--- config.mk ---
export PLATFORM = sky130hd
export DESIGN_NAME = ex_hazard_sequencer_flat
export DESIGN_NICKNAME = d
export VERILOG_FILES = /design/src/rtl/ex_hazard_sequencer_if.sv /design/src/rtl/ex_hazard_sequencer.sv /design/src/flat_wrapper.sv
export SDC_FILE = /design/constraint.sdc
export NUM_CORES = 1
export LEC_CHECK = 0
export CAP_MARGIN = 5
export CELL_PAD_IN_SITES_DETAIL_PLACEMENT = 1
export CELL_PAD_IN_SITES_GLOBAL_PLACEMENT = 1
export CORE_MARGIN = 1
export CORE_UTILIZATION = 39
export CTS_CLUSTER_SIZE = 40
export DETAILED_ROUTE_END_ITERATION = 10
export GPL_TIMING_DRIVEN = 0
export PLACE_DENSITY_LB_ADDON = 0.12
export SLEW_MARGIN = 30
export SYNTH_ARGS = -nofsm -noshare
export SYNTH_HDL_FRONTEND = slang
export SYNTH_SLANG_ARGS = --single-unit
--- constraint.sdc ---
create_clock -name clk -period 5.75 [get_ports clk]
set_clock_uncertainty 0.2 [all_clocks]
set_input_delay 0.8625 -clock clk [delete_from_list [all_inputs] [get_ports clk]]
set_output_delay 0.8625 -clock clk [all_outputs]
set_load 0.03 [all_outputs]
--- src/rtl/ex_hazard_sequencer_if.sv ---
// Hazard-sequencer bundle: hazard inputs from ID/EX and pipeline controls back.
interface ex_hazard_sequencer_if #(
  parameter int unsigned CNT_W = 32
);
  logic [4:0]       id_rs1;
  logic [4:0]       id_rs2;
  logic             id_uses_rs1;
  logic             id_uses_rs2;
  logic             ex_is_lw;
  logic             ex_reg_write;
  logic [4:0]       ex_rd;
  logic             ex_md_op;
  logic             md_done;
  logic             pc_redirect;
  logic             md_start;
  logic             pc_write_en;
  logic             if_id_write_en;
  logic             if_id_flush;
  logic             id_ex_flush;
  logic             ex_hold;
  logic             ex_mem_bubble;
  logic [CNT_W-1:0] stall_count;
  logic [CNT_W-1:0] flush_count;
  logic             md_timeout_err;

  // Pipeline side: drives hazard information, consumes controls.
  modport master (
    output id_rs1, id_rs2, id_uses_rs1, id_uses_rs2, ex_is_lw, ex_reg_write,
           ex_rd, ex_md_op, md_done, pc_redirect,
    input  md_start, pc_write_en, if_id_write_en, if_id_flush, id_ex_flush,
           ex_hold, ex_mem_bubble, stall_count, flush_count, md_timeout_err
  );

  // Sequencer side.
  modport slave (
    input  id_rs1, id_rs2, id_uses_rs1, id_uses_rs2, ex_is_lw, ex_reg_write,
           ex_rd, ex_md_op, md_done, pc_redirect,
    output md_start, pc_write_en, if_id_write_en, if_id_flush, id_ex_flush,
           ex_hold, ex_mem_bubble, stall_count, flush_count, md_timeout_err
  );
endinterface

--- src/rtl/ex_hazard_sequencer.sv ---
// Execute-stage hazard sequencer: load-use stalls, redirect flushes and
// multi-cycle mul/div holds, with saturating stall/flush counters.
module ex_hazard_sequencer #(
  parameter int unsigned CNT_W      = 32,
  parameter int unsigned MD_TIMEOUT = 64
) (
  input  logic                 clk,
  input  logic                 rst,
  ex_hazard_sequencer_if.slave bus
);

  localparam int unsigned TMR_W = $clog2(MD_TIMEOUT + 1);

  typedef enum logic {
    RUN     = 1'b0,
    MD_WAIT = 1'b1
  } state_t;

  state_t             state_q, state_nx;
  logic [TMR_W-1:0]   timer_q, timer_nx;
  logic [CNT_W-1:0]   stall_cnt_q, flush_cnt_q;
  logic               err_q;

  logic load_use;
  logic pc_we, ifid_we, ifid_fl, idex_fl, hold, bubble, start;
  logic redirect_take, timeout_hit;

  // Load whose result is needed by the instruction sitting in ID.
  assign load_use = bus.ex_is_lw && bus.ex_reg_write && (bus.ex_rd != 5'd0) &&
                    ((bus.id_uses_rs1 && (bus.id_rs1 == bus.ex_rd)) ||
                     (bus.id_uses_rs2 && (bus.id_rs2 == bus.ex_rd)));

  // Next state and combinational pipeline controls.
  always_comb begin
    pc_we         = 1'b1;
    ifid_we       = 1'b1;
    ifid_fl       = 1'b0;
    idex_fl       = 1'b0;
    hold          = 1'b0;
    bubble        = 1'b0;
    start         = 1'b0;
    state_nx      = state_q;
    timer_nx      = timer_q;
    redirect_take = 1'b0;
    timeout_hit   = 1'b0;
    if (rst) begin
      pc_we    = 1'b0;
      ifid_we  = 1'b0;
      ifid_fl  = 1'b1;
      idex_fl  = 1'b1;
      bubble   = 1'b1;
      state_nx = RUN;
      timer_nx = '0;
    end else begin
      case (state_q)
        RUN: begin
          if (bus.pc_redirect) begin
            ifid_fl       = 1'b1;
            idex_fl       = 1'b1;
            redirect_take = 1'b1;
          end else if (bus.ex_md_op) begin
            start    = 1'b1;
            pc_we    = 1'b0;
            ifid_we  = 1'b0;
            hold     = 1'b1;
            bubble   = 1'b1;
            timer_nx = TMR_W'(1);
            state_nx = MD_WAIT;
          end else if (load_use) begin
            pc_we   = 1'b0;
            ifid_we = 1'b0;
            idex_fl = 1'b1;
          end
        end
        MD_WAIT: begin
          if (bus.md_done) begin
            state_nx = RUN;
          end else if (timer_q == TMR_W'(MD_TIMEOUT)) begin
            timeout_hit = 1'b1;
            state_nx    = RUN;
          end else begin
            pc_we    = 1'b0;
            ifid_we  = 1'b0;
            hold     = 1'b1;
            bubble   = 1'b1;
            timer_nx = timer_q + TMR_W'(1);
          end
        end
      endcase
    end
  end

  // State, md timer, saturating counters and sticky timeout flag.
  always_ff @(posedge clk) begin
    if (rst) begin
      state_q     <= RUN;
      timer_q     <= '0;
      stall_cnt_q <= '0;
      flush_cnt_q <= '0;
      err_q       <= 1'b0;
    end else begin
      state_q <= state_nx;
      timer_q <= timer_nx;
      if (!pc_we && (stall_cnt_q != '1)) stall_cnt_q <= stall_cnt_q + CNT_W'(1);
      if (redirect_take && (flush_cnt_q != '1)) flush_cnt_q <= flush_cnt_q + CNT_W'(1);
      if (timeout_hit) err_q <= 1'b1;
    end
  end

  assign bus.md_start       = start;
  assign bus.pc_write_en    = pc_we;
  assign bus.if_id_write_en = ifid_we;
  assign bus.if_id_flush    = ifid_fl;
  assign bus.id_ex_flush    = idex_fl;
  assign bus.ex_hold        = hold;
  assign bus.ex_mem_bubble  = bubble;
  assign bus.stall_count    = stall_cnt_q;
  assign bus.flush_count    = flush_cnt_q;
  assign bus.md_timeout_err = err_q;

endmodule

--- src/flat_wrapper.sv ---
// flat-port wrapper written by rule: the top's interface ports become plain ports
module ex_hazard_sequencer_flat 
#(
  parameter int unsigned CNT_W      = 32,
  parameter int unsigned MD_TIMEOUT = 64
)
  (clk, rst, bus_id_rs1, bus_id_rs2, bus_id_uses_rs1, bus_id_uses_rs2, bus_ex_is_lw, bus_ex_reg_write, bus_ex_rd, bus_ex_md_op, bus_md_done, bus_pc_redirect, bus_md_start, bus_pc_write_en, bus_if_id_write_en, bus_if_id_flush, bus_id_ex_flush, bus_ex_hold, bus_ex_mem_bubble, bus_stall_count, bus_flush_count, bus_md_timeout_err);
  ex_hazard_sequencer_if #(.CNT_W(CNT_W)) bus_i ();
  input  logic clk;
  input  logic rst;
  input wire logic [$bits(bus_i.id_rs1)-1:0] bus_id_rs1;
  input wire logic [$bits(bus_i.id_rs2)-1:0] bus_id_rs2;
  input wire logic [$bits(bus_i.id_uses_rs1)-1:0] bus_id_uses_rs1;
  input wire logic [$bits(bus_i.id_uses_rs2)-1:0] bus_id_uses_rs2;
  input wire logic [$bits(bus_i.ex_is_lw)-1:0] bus_ex_is_lw;
  input wire logic [$bits(bus_i.ex_reg_write)-1:0] bus_ex_reg_write;
  input wire logic [$bits(bus_i.ex_rd)-1:0] bus_ex_rd;
  input wire logic [$bits(bus_i.ex_md_op)-1:0] bus_ex_md_op;
  input wire logic [$bits(bus_i.md_done)-1:0] bus_md_done;
  input wire logic [$bits(bus_i.pc_redirect)-1:0] bus_pc_redirect;
  output wire logic [$bits(bus_i.md_start)-1:0] bus_md_start;
  output wire logic [$bits(bus_i.pc_write_en)-1:0] bus_pc_write_en;
  output wire logic [$bits(bus_i.if_id_write_en)-1:0] bus_if_id_write_en;
  output wire logic [$bits(bus_i.if_id_flush)-1:0] bus_if_id_flush;
  output wire logic [$bits(bus_i.id_ex_flush)-1:0] bus_id_ex_flush;
  output wire logic [$bits(bus_i.ex_hold)-1:0] bus_ex_hold;
  output wire logic [$bits(bus_i.ex_mem_bubble)-1:0] bus_ex_mem_bubble;
  output wire logic [$bits(bus_i.stall_count)-1:0] bus_stall_count;
  output wire logic [$bits(bus_i.flush_count)-1:0] bus_flush_count;
  output wire logic [$bits(bus_i.md_timeout_err)-1:0] bus_md_timeout_err;
  assign bus_i.id_rs1 = bus_id_rs1;
  assign bus_i.id_rs2 = bus_id_rs2;
  assign bus_i.id_uses_rs1 = bus_id_uses_rs1;
  assign bus_i.id_uses_rs2 = bus_id_uses_rs2;
  assign bus_i.ex_is_lw = bus_ex_is_lw;
  assign bus_i.ex_reg_write = bus_ex_reg_write;
  assign bus_i.ex_rd = bus_ex_rd;
  assign bus_i.ex_md_op = bus_ex_md_op;
  assign bus_i.md_done = bus_md_done;
  assign bus_i.pc_redirect = bus_pc_redirect;
  assign bus_md_start = bus_i.md_start;
  assign bus_pc_write_en = bus_i.pc_write_en;
  assign bus_if_id_write_en = bus_i.if_id_write_en;
  assign bus_if_id_flush = bus_i.if_id_flush;
  assign bus_id_ex_flush = bus_i.id_ex_flush;
  assign bus_ex_hold = bus_i.ex_hold;
  assign bus_ex_mem_bubble = bus_i.ex_mem_bubble;
  assign bus_stall_count = bus_i.stall_count;
  assign bus_flush_count = bus_i.flush_count;
  assign bus_md_timeout_err = bus_i.md_timeout_err;
  ex_hazard_sequencer #(.CNT_W(CNT_W), .MD_TIMEOUT(MD_TIMEOUT)) u_core (.clk(clk), .rst(rst), .bus(bus_i));
endmodule
==> impl_metrics.tcl, run 1 <==
set metrics [dict create \
    status "complete, no violations" \
    synth_seq_cells 73 \
    dp.final_hpwl_um 8370 \
    crit_cells 8 \
    synth_edf_count 0 \
    vdd_ir_drop_max_v 0.000129 \
    timing.rr.end "u_core.bus.stall_count[10]" \
    clock_path_buffers 2 \
    min_path_cells 2 \
    reg2regPathDepth 8 \
    die_w_um 100 \
    nFillCells 1149 \
    synth_ff_type "dfxtp_1" \
    path_delay_family "buffers and inverters" \
    path_buf_inv 5 \
    maxSlewViolCount 0 \
    p_per_area_nw_per_um2 205 \
    fp.dieH_um 100 \
    timing.critical_path.from_type "input pin" \
    leakage_nw 1.65 \
    grt_pass1_vias 3766 \
    synth_area_per_cell_um2 8.32 \
    critPathMaxFanout 11 \
    path_clk_slew_ps 70 \
    clockRootBuffer "clkbuf_8" \
    synth_area_um2 3740 \
    yosysSeqAreaShare 0.390 \
    timing.rr.start "u_core.timer_q[2]" \
    synth_top_area_frac 0.390 \
    cts_tree "yes" \
    port_buffers 95 \
    netlist_top_cells_area "dfxtp_1 (39%), xor2_1 (8.4%), nor2_1 (5.6%), nand4_1 (5.0%), a21oi_1 (4.1%)" \
    routedWlPerCell_um 16.6 \
    vias_per_cell 5.56 \
    post-route-period-util 0.889 \
    drive_gt1_frac 0.0661 \
    final_util 0.546 \
    ant_nets 0 \
    ios 96 \
    cap_violations 0 \
    diodes 0 \
    postCtsSetupBuffers 0 \
    async_flop_share 0 \
    synth_common_cells "dfxtp_1 (73), nor2_1 (56), xor2_1 (36)" \
    cts_hold_buf 0 \
    ys_types 49 \
    nets 584 \
    coreArea_um2 9280 \
    layout_min_cycle_time_ps 5110 \
    synth_largest_area_cell "dfxtp_1" \
    cp_cell_sequence "clkdlybuf4s50_1 > or4_1 > o2111ai_1 > o31a_1 > buf_2 > buf_2 > buf_4 > clkdlybuf4s50_1" \
    max_slew_margin 0.462 \
    cts_buffers 9 \
    syn_nets 478 \
    synth.most_common_cell "dfxtp_1" \
    cp_data_required_time_ps 4690 \
    hold_viol_final 0 \
    clock_sinks 73 \
    hold_end "u_core.bus.md_timeout_err" \
    vias 3831 \
    rows 35 \
    slowest_stage "clkdlybuf4s50_1" \
    final.setup.tns_ps 0 \
    rsz0062_at_grt "false" \
    insertion_delay_ps 360 \
    layoutNonFillerInstCount 689 \
    yosys_warnings 0 \
    rrSetupSlack_ps 2770 \
    cp-end-kind "output pin" \
    ctsResizeCount 0 \
    holdCritStartpoint "u_core.bus.md_timeout_err" \
    grt_overflow 0 \
    hold_class "reg2reg" \
    syn_inst 450 \
    tightest_slew_ps 806 \
    track_usage 0.234 \
    grt_pass1_wl_um 18500 \
    start_util 0.403 \
    finalWirelength_um 11400 \
    grt_antenna_before_repair 0 \
    startpoint "bus_ex_rd[0]" \
    max_clock_freq_mhz 196 \
    slowest_delay_ps 650 \
    drtIter0Drc 137 \
    drc 0 \
    setup_violations 0 \
    critical_path_class "in2out" \
    grt_max_degree 13 \
    place_inst 674 \
    die_area_um2 10000 \
    gp_congestion 0.794 \
    htreeDepth 3 \
    area_growth_pct 35.5 \
    worstPathArrival_ps 4050 \
    first_pass_iters 4 \
]
[cell usage in the layout (no fill, tap or decap), drive strengths merged, types with 3 or more instances in the layout]
| cell | count |
|---|---|
| a21oi | 31 |
| and2 | 5 |
| and3 | 12 |
| and4 | 5 |
| buf | 9 |
| clkbuf | 24 |
| clkdlybuf4s50 | 95 |
| dfxtp | 73 |
| ha | 4 |
| inv | 9 |
| mux2 | 4 |
| nand2 | 25 |
| nand2b | 4 |
| nand3 | 26 |
| nand4 | 31 |
| nor2 | 56 |
| nor2b | 3 |
| nor3 | 10 |
| nor4 | 9 |
| o21ai | 14 |
| o31ai | 14 |
| or3 | 13 |
| or4 | 16 |
| xnor2 | 9 |
| xor2 | 36 |
[metrics by stage]
step,worst slack (ps),area (um2),hold slack (ps),power [mW]
5_1_grt,525,5070,332,1.08
3_5_place_dp,724,4860,282,0.630
2_1_floorplan,2180,3740,286,0.579
6_report,639,5070,300,1.04
3_3_place_gp,743,4860,276,0.628
4_1_cts,658,5060,303,1.05
[power by group]
part	switching (mW)	internal (mW)	total (mW)
clock network	0.200	0.223	0.423
registers	0.00637	0.510	0.516
logic	0.0615	0.0412	0.103
[worst min-delay path, cell delays in order, from the launching register on]
cell     delay, ps
dfxtp_1        340
a41oi_1         60
nor2_1          70
[logic make-up (layout without fill, tap and decap cells)]
logic type	after synthesis	in the layout	synth area share
buffers and inverters	30	140	0.0344
and+or+nand+nor	222	222	0.324
AOI/OAI and AO/OA	71	71	0.118
DFF	73	73	0.390
muxes	5	5	0.0147
xor gates and xnor gates	45	45	0.105
adders and majority gates	4	4	0.0134
[worst max-delay path by stage]
stage	to	slack (ps)
after floorplan	bus_pc_write_en	2180
after global placement	bus_pc_write_en	740
after detailed placement	bus_pc_write_en	720
after CTS	bus_pc_write_en	660
after global routing	bus_pc_write_en	520
final	bus_pc_write_en	640
[state kept, by name (all words and copies together), names as in the netlist]
signal	cells
u_core.bus.stall_count	32
u_core.bus.md_timeout_err	1
u_core.state_q	1
u_core.timer_q	7
u_core.bus.flush_count	32
[metal layers]
metal	vias to the layer above	global-route usage	wire [um]
met3	14	0.0383	380
met4	0	0.0814	149
met2	81	0.382	5390
met5	-	0	0
met1	1876	0.313	5500
li1	1860	-	-
[layout make-up]
| cell class | instances | area [um2] | share of cell area |
|---|---|---|---|
| Multi-Input combinational cell | 347 | 2170 | 0.427 |
| Sequential cell | 73 | 1460 | 0.288 |
| Timing Repair Buffer | 95 | 951 | 0.188 |
| Tap cell | 129 | 161 | 0.0318 |
| Clock buffer | 11 | 151 | 0.0299 |
| Buffer | 22 | 98.8 | 0.0195 |
| Clock inverter | 4 | 51.3 | 0.0101 |
| Inverter | 8 | 30.0 | 0.00592 |
No activity file was read; power rests on OpenSTA's default activity.
==> run 2, diff against run 1 <==
ABC_AREA = 1   (was unset)
CORE_UTILIZATION = 38   (was 39)
==> run 2 against run 1 <==
Power is 19% higher. Count of clock-buffer cells in the layout increased by 1. Sequential share of layout area is 5.0 points lower. Global-route usage is 2.7 points higher. Clock power grew 45%. Fmax increased by 12%. Non-clock buffer count rose by 2.
==> impl_metrics.tcl, run 2 <==
set metrics [dict create \
    status "complete, no violations" \
    maxSlewViolCount 0 \
    tightest_slew_ps 672 \
    synth_largest_area_cell "dfxtp_1" \
    leakage_nw 2.20 \
    layout_min_cycle_time_ps 4550 \
    drc 0 \
    nets 899 \
    yosysSeqAreaShare 0.312 \
    wl_met3_um 861 \
    critical_path_class "in2out" \
    yosys_warnings 0 \
    finalWirelength_um 16100 \
    final_common_cell "nand2_1" \
    insertion_delay_ps 340 \
    wl_met2_um 7360 \
    grt_overflow 0 \
    grt_pass1_vias 5313 \
    timing.critical_path.from_type "input pin" \
    drtIter0Drc 258 \
    synth_common_cells "nand2_1 (277), nor2_1 (97), dfxtp_1 (73)" \
    rrSetupSlack_ps 3120 \
    max_slew_margin 0.549 \
    cts_hold_buf 0 \
    port_buffers 95 \
    critPathMaxFanout 10 \
    vdd_ir_drop_max_v 0.000117 \
    htreeDepth 3 \
    hold_viol_final 0 \
    die_w_um 113 \
    grt_pass1_wl_um 26400 \
    grt_max_degree 12 \
    rows 40 \
    post-route-period-util 0.791 \
    grt_antenna_before_repair 0 \
    diodes 0 \
    slowest_stage "clkdlybuf4s50_1" \
    path_common_cell "nand2_1" \
    seq_area_um2 1460 \
    multi_input_area_um2 2840 \
    start_util 0.389 \
    hold_class "reg2reg" \
    cp_data_required_time_ps 4690 \
    nFillCells 1629 \
    netlist_top_cells_area "dfxtp_1 (31%), nand2_1 (22%), nor2_1 (7.8%), a21oi_1 (7.0%), xor2_1 (6.7%)" \
    top_layer_used "met4" \
    drt-met1-wl_um 7700 \
    first_pass_iters 5 \
    ctsResizeCount 0 \
    synth_top_area_frac 0.312 \
    final_cell_mix "nand2_1 (277), nor2_1 (97), clkdlybuf4s50_1 (95)" \
    cts_buffers 9 \
    setup_violations 0 \
    postCtsSetupBuffers 0 \
    cp-end-kind "output pin" \
    rsz0062_at_grt "false" \
    track_usage 0.261 \
    synth.most_common_cell "nand2_1" \
    clock_path_buffers 2 \
    synth_edf_count 0 \
    area_growth_pct 30.9 \
    ant_nets 0 \
    vias_per_cell 5.22 \
    syn_inst 765 \
    slowest_delay_ps 580 \
    p_per_area_nw_per_um2 203 \
    dp.final_hpwl_um 12700 \
    synth_area_per_cell_um2 6.11 \
    synth_ff_type "dfxtp_1" \
    async_flop_share 0 \
    max_clock_freq_mhz 220 \
    final_util 0.510 \
    synth_area_um2 4680 \
    cts_tree "yes" \
    ys_types 31 \
    coreArea_um2 12000 \
    cap_violations 0 \
    die_area_um2 12800 \
    syn_nets 793 \
    gp_congestion 0.924 \
    final.setup.tns_ps 0 \
    path_clk_slew_ps 60 \
    fp.dieH_um 113 \
    routedWlPerCell_um 15.8 \
    ios 96 \
    synth_seq_cells 73 \
    worstPathArrival_ps 3480 \
    clock_sinks 73 \
    cp_cell_sequence "clkdlybuf4s50_1 > inv_1 > nand2_1 > nand2_1 > nor2_1 > nand3_1 > nand2_1 > nand3_1 > nand2_1 > clkbuf_1 > inv_1 > buf_4 > clkdlybuf4s50_1" \
    vias 5333 \
    clockRootBuffer "clkbuf_16" \
    drive_gt1_frac 0.0377 \
]
## run 2: changes by cell type in the layout (fill, tap and decap cells not counted), sizes merged, moves of 13 or more
cell	change
a21oi	+34
nor3	+18
nand2	+255
nor2	+45
nand3b	+13
o31ai	-14
or3	-13
nand3	+25
inv	+55
or4	-16
nand4	-23
## run 2: where the power goes
group          internal (mW)  leakage (nW)  total, mW  switching [mW]
clock                  0.389         0.153      0.615           0.226
combinational         0.0425          1.46      0.111          0.0688
sequential             0.509         0.589      0.515         0.00577
## run 2: layout make-up
type                       instances  area share
timing repair buffer              95       0.155
sequential                        73       0.239
tap                              147      0.0300
buffer                            24      0.0215
multi-input combinational        604       0.464
clock inverter                     3      0.0106
inverter                          64      0.0392
clock buffer                      12      0.0403
## run 2: layer usage
layer | track usage | vias up
met5 | 0 | -
met4 | 0.0789 | 0
met3 | 0.0482 | 16
met2 | 0.427 | 118
met1 | 0.349 | 2556
li1 | - | 2643
## run 2: path summary, 6_finish.rpt
kind | start | end | cells after the start
setup / recovery | bus_ex_rd[0] | bus_pc_write_en | 13
hold / removal | u_core.bus.md_timeout_err | u_core.bus.md_timeout_err | 2
setup reg to reg | u_core.bus.stall_count[0] | u_core.bus.stall_count[30] | 11
hold reg to reg | u_core.bus.md_timeout_err | u_core.bus.md_timeout_err | 2
## run 2: worst max-delay path, delay by kind of cell
family                 cells  cell delay [ps]
buffers and inverters      6             1860
and+or+nand+nor            7              750
## run 2: cells by family after synthesis
kind of cell	count (synthesis)	synth area share
buffers and inverters	88	0.0795
DFF	73	0.312
and+or+nand+nor	483	0.436
adders and majority gates	4	0.0107
AOI/OAI and AO/OA	75	0.0829
xor gates and xnor gates	42	0.0787
## run 2: through the flow
| step | setup WS, ps | instance area (um2) | instances | power (mW) | hold WS, ps |
|---|---|---|---|---|---|
| finish | 1200 | 6120 | 1022 | 1.24 | 279 |
| global route | 991 | 6120 | 1022 | 1.28 | 311 |
| CTS | 1180 | 6120 | 1022 | 1.25 | 283 |
| detailed placement | 1180 | 5810 | 1007 | 0.638 | 269 |
| global placement | 1250 | 5810 | 1007 | 0.633 | 259 |
| floorplan | 2510 | 4680 | 765 | 0.586 | 248 |
==> run 3, diff against run 2 <==
CORE_UTILIZATION = 36   (was 38)
clock period = 4.7 ns   (was 5.75 ns; I/O delays follow)
==> run 3 against run 2 <==
Sequential power is 22% higher. Utilization down 2.0 points. Non-clock buffer count unchanged. Largest cell class unchanged. Power increased by 27%. Die area is 5.5% higher.
==> impl_metrics.tcl, run 3 (synthesis results as in run 2) <==
set metrics [dict create \
    nFillCells 1739 \
    tightest_slew_ps 741 \
    status "complete, no violations" \
    clockRootBuffer "clkbuf_16" \
    ios 96 \
    drtIter0Drc 308 \
    htreeDepth 3 \
    track_usage 0.256 \
    layout_min_cycle_time_ps 4230 \
    insertion_delay_ps 350 \
    vias 5307 \
    worstPathArrival_ps 3330 \
    setup_violations 0 \
    gp_congestion 0.941 \
    diodes 0 \
    die_w_um 116 \
    routedWlPerCell_um 15.6 \
    leakage_nw 2.22 \
    rows 41 \
    maxSlewViolCount 0 \
    layoutNonFillerInstCount 1048 \
    finalWirelength_um 16400 \
    grt_antenna_before_repair 0 \
    coreArea_um2 12600 \
    pre_cts_slack_ps 431 \
    max_slew_margin 0.502 \
    cts_hold_buf 0 \
    dp.final_hpwl_um 13000 \
    hold_class "reg2reg" \
    rsz0062_at_grt "false" \
    postCtsSetupBuffers 0 \
    vdd_ir_drop_max_v 0.000170 \
    path_clk_slew_ps 60 \
    grt_max_degree 13 \
    vias_per_cell 5.06 \
    p_per_area_nw_per_um2 255 \
    cts_tree "yes" \
    drc 0 \
    final.setup.tns_ps 0 \
    nets 899 \
    place_inst 1032 \
    hold_viol_final 0 \
    final_cell_mix "nand2_1 (277), nor2_1 (97), clkdlybuf4s50_1 (95)" \
    max_clock_freq_mhz 236 \
    grt_pass1_wl_um 26200 \
    ctsResizeCount 0 \
    cap_violations 0 \
    critPathMaxFanout 10 \
    port_buffers 95 \
    first_pass_iters 5 \
    timing.critical_path.from_type "input pin" \
    post-route-period-util 0.900 \
    clock_path_buffers 2 \
    cp-end-kind "output pin" \
    die_area_um2 13500 \
    final_common_cell "nand2_1" \
    clock_sinks 73 \
    start_util 0.371 \
    layout_setup_ws_ps 470 \
    grt_overflow 0 \
    cts_buffers 9 \
    grt_pass1_vias 5262 \
    ant_nets 0 \
    critical_path_class "in2out" \
    area_growth_pct 32.3 \
    cp_data_required_time_ps 3800 \
    fp.dieH_um 116 \
    drive_gt1_frac 0.0411 \
]
==> run 3: cell count changes in the layout (fill, tap and decap cells not counted), sizes merged <==
cell / before / now
clkbuf: 27 / 25
clkinv: 1 / 3
bufinv: 2 / 3
==> run 3: per-layer routing <==
metal | up-vias | GRT usage | routed length [um]
li1 | 2647 | - | -
met1 | 2510 | 0.337 | 7800
met2 | 131 | 0.419 | 7390
met3 | 19 | 0.0455 | 846
met4 | 0 | 0.0889 | 314
met5 | - | 0 | 0
==> run 3: worst max-delay path: stages <==
cell	delay, ps
clkdlybuf4s50_1	530
inv_1	70
nand2_1	70
nand2_1	50
nor2_1	120
nand3_1	90
nand2_1	80
nand3_1	70
nand2_1	270
clkbuf_1	410
inv_1	120
buf_4	150
clkdlybuf4s50_1	580
==> run 3: worst paths after layout <==
| check | start | endpoint | slack, ps | cells past startpoint |
|---|---|---|---|---|
| setup reg to reg | u_core.bus.stall_count[0] | u_core.bus.stall_count[30] | 2050 | 11 |
| hold reg to reg | u_core.timer_q[2] | u_core.timer_q[2] | 290 | 2 |
| hold / removal | u_core.timer_q[2] | u_core.timer_q[2] | 290 | 2 |
| setup / recovery | bus_ex_rd[0] | bus_pc_write_en | 470 | 13 |
==> run 3: per-stage QoR <==
stage                     cell area [um2]   util  hold slack, ps  total power, mW
after floorplan                      4680      -             248            0.717
after global placement               5840  0.463             262            0.775
after detailed placement             5840  0.463             285            0.780
after CTS                            6190  0.490             292             1.59
after global routing                 6190  0.490             317             1.63
final                                6190  0.490             290             1.58
==> run 3: report_power, final <==
part	total [mW]	internal, mW	switching [mW]
Sequential	0.630	0.623	0.00721
Clock	0.813	0.530	0.283
Combinational	0.136	0.0522	0.0835
Total	1.58	1.21	0.374
==> run 3: cell type report <==
type                            instances  area, um2  area share
Tap cell                              172        215      0.0348
Multi-Input combinational cell        604       2840       0.460
Inverter                               64        240      0.0388
Clock inverter                          6        105      0.0170
Buffer                                 24        131      0.0212
Sequential cell                        73       1460       0.236
Clock buffer                           10        239      0.0386
Timing Repair Buffer                   95        951       0.154
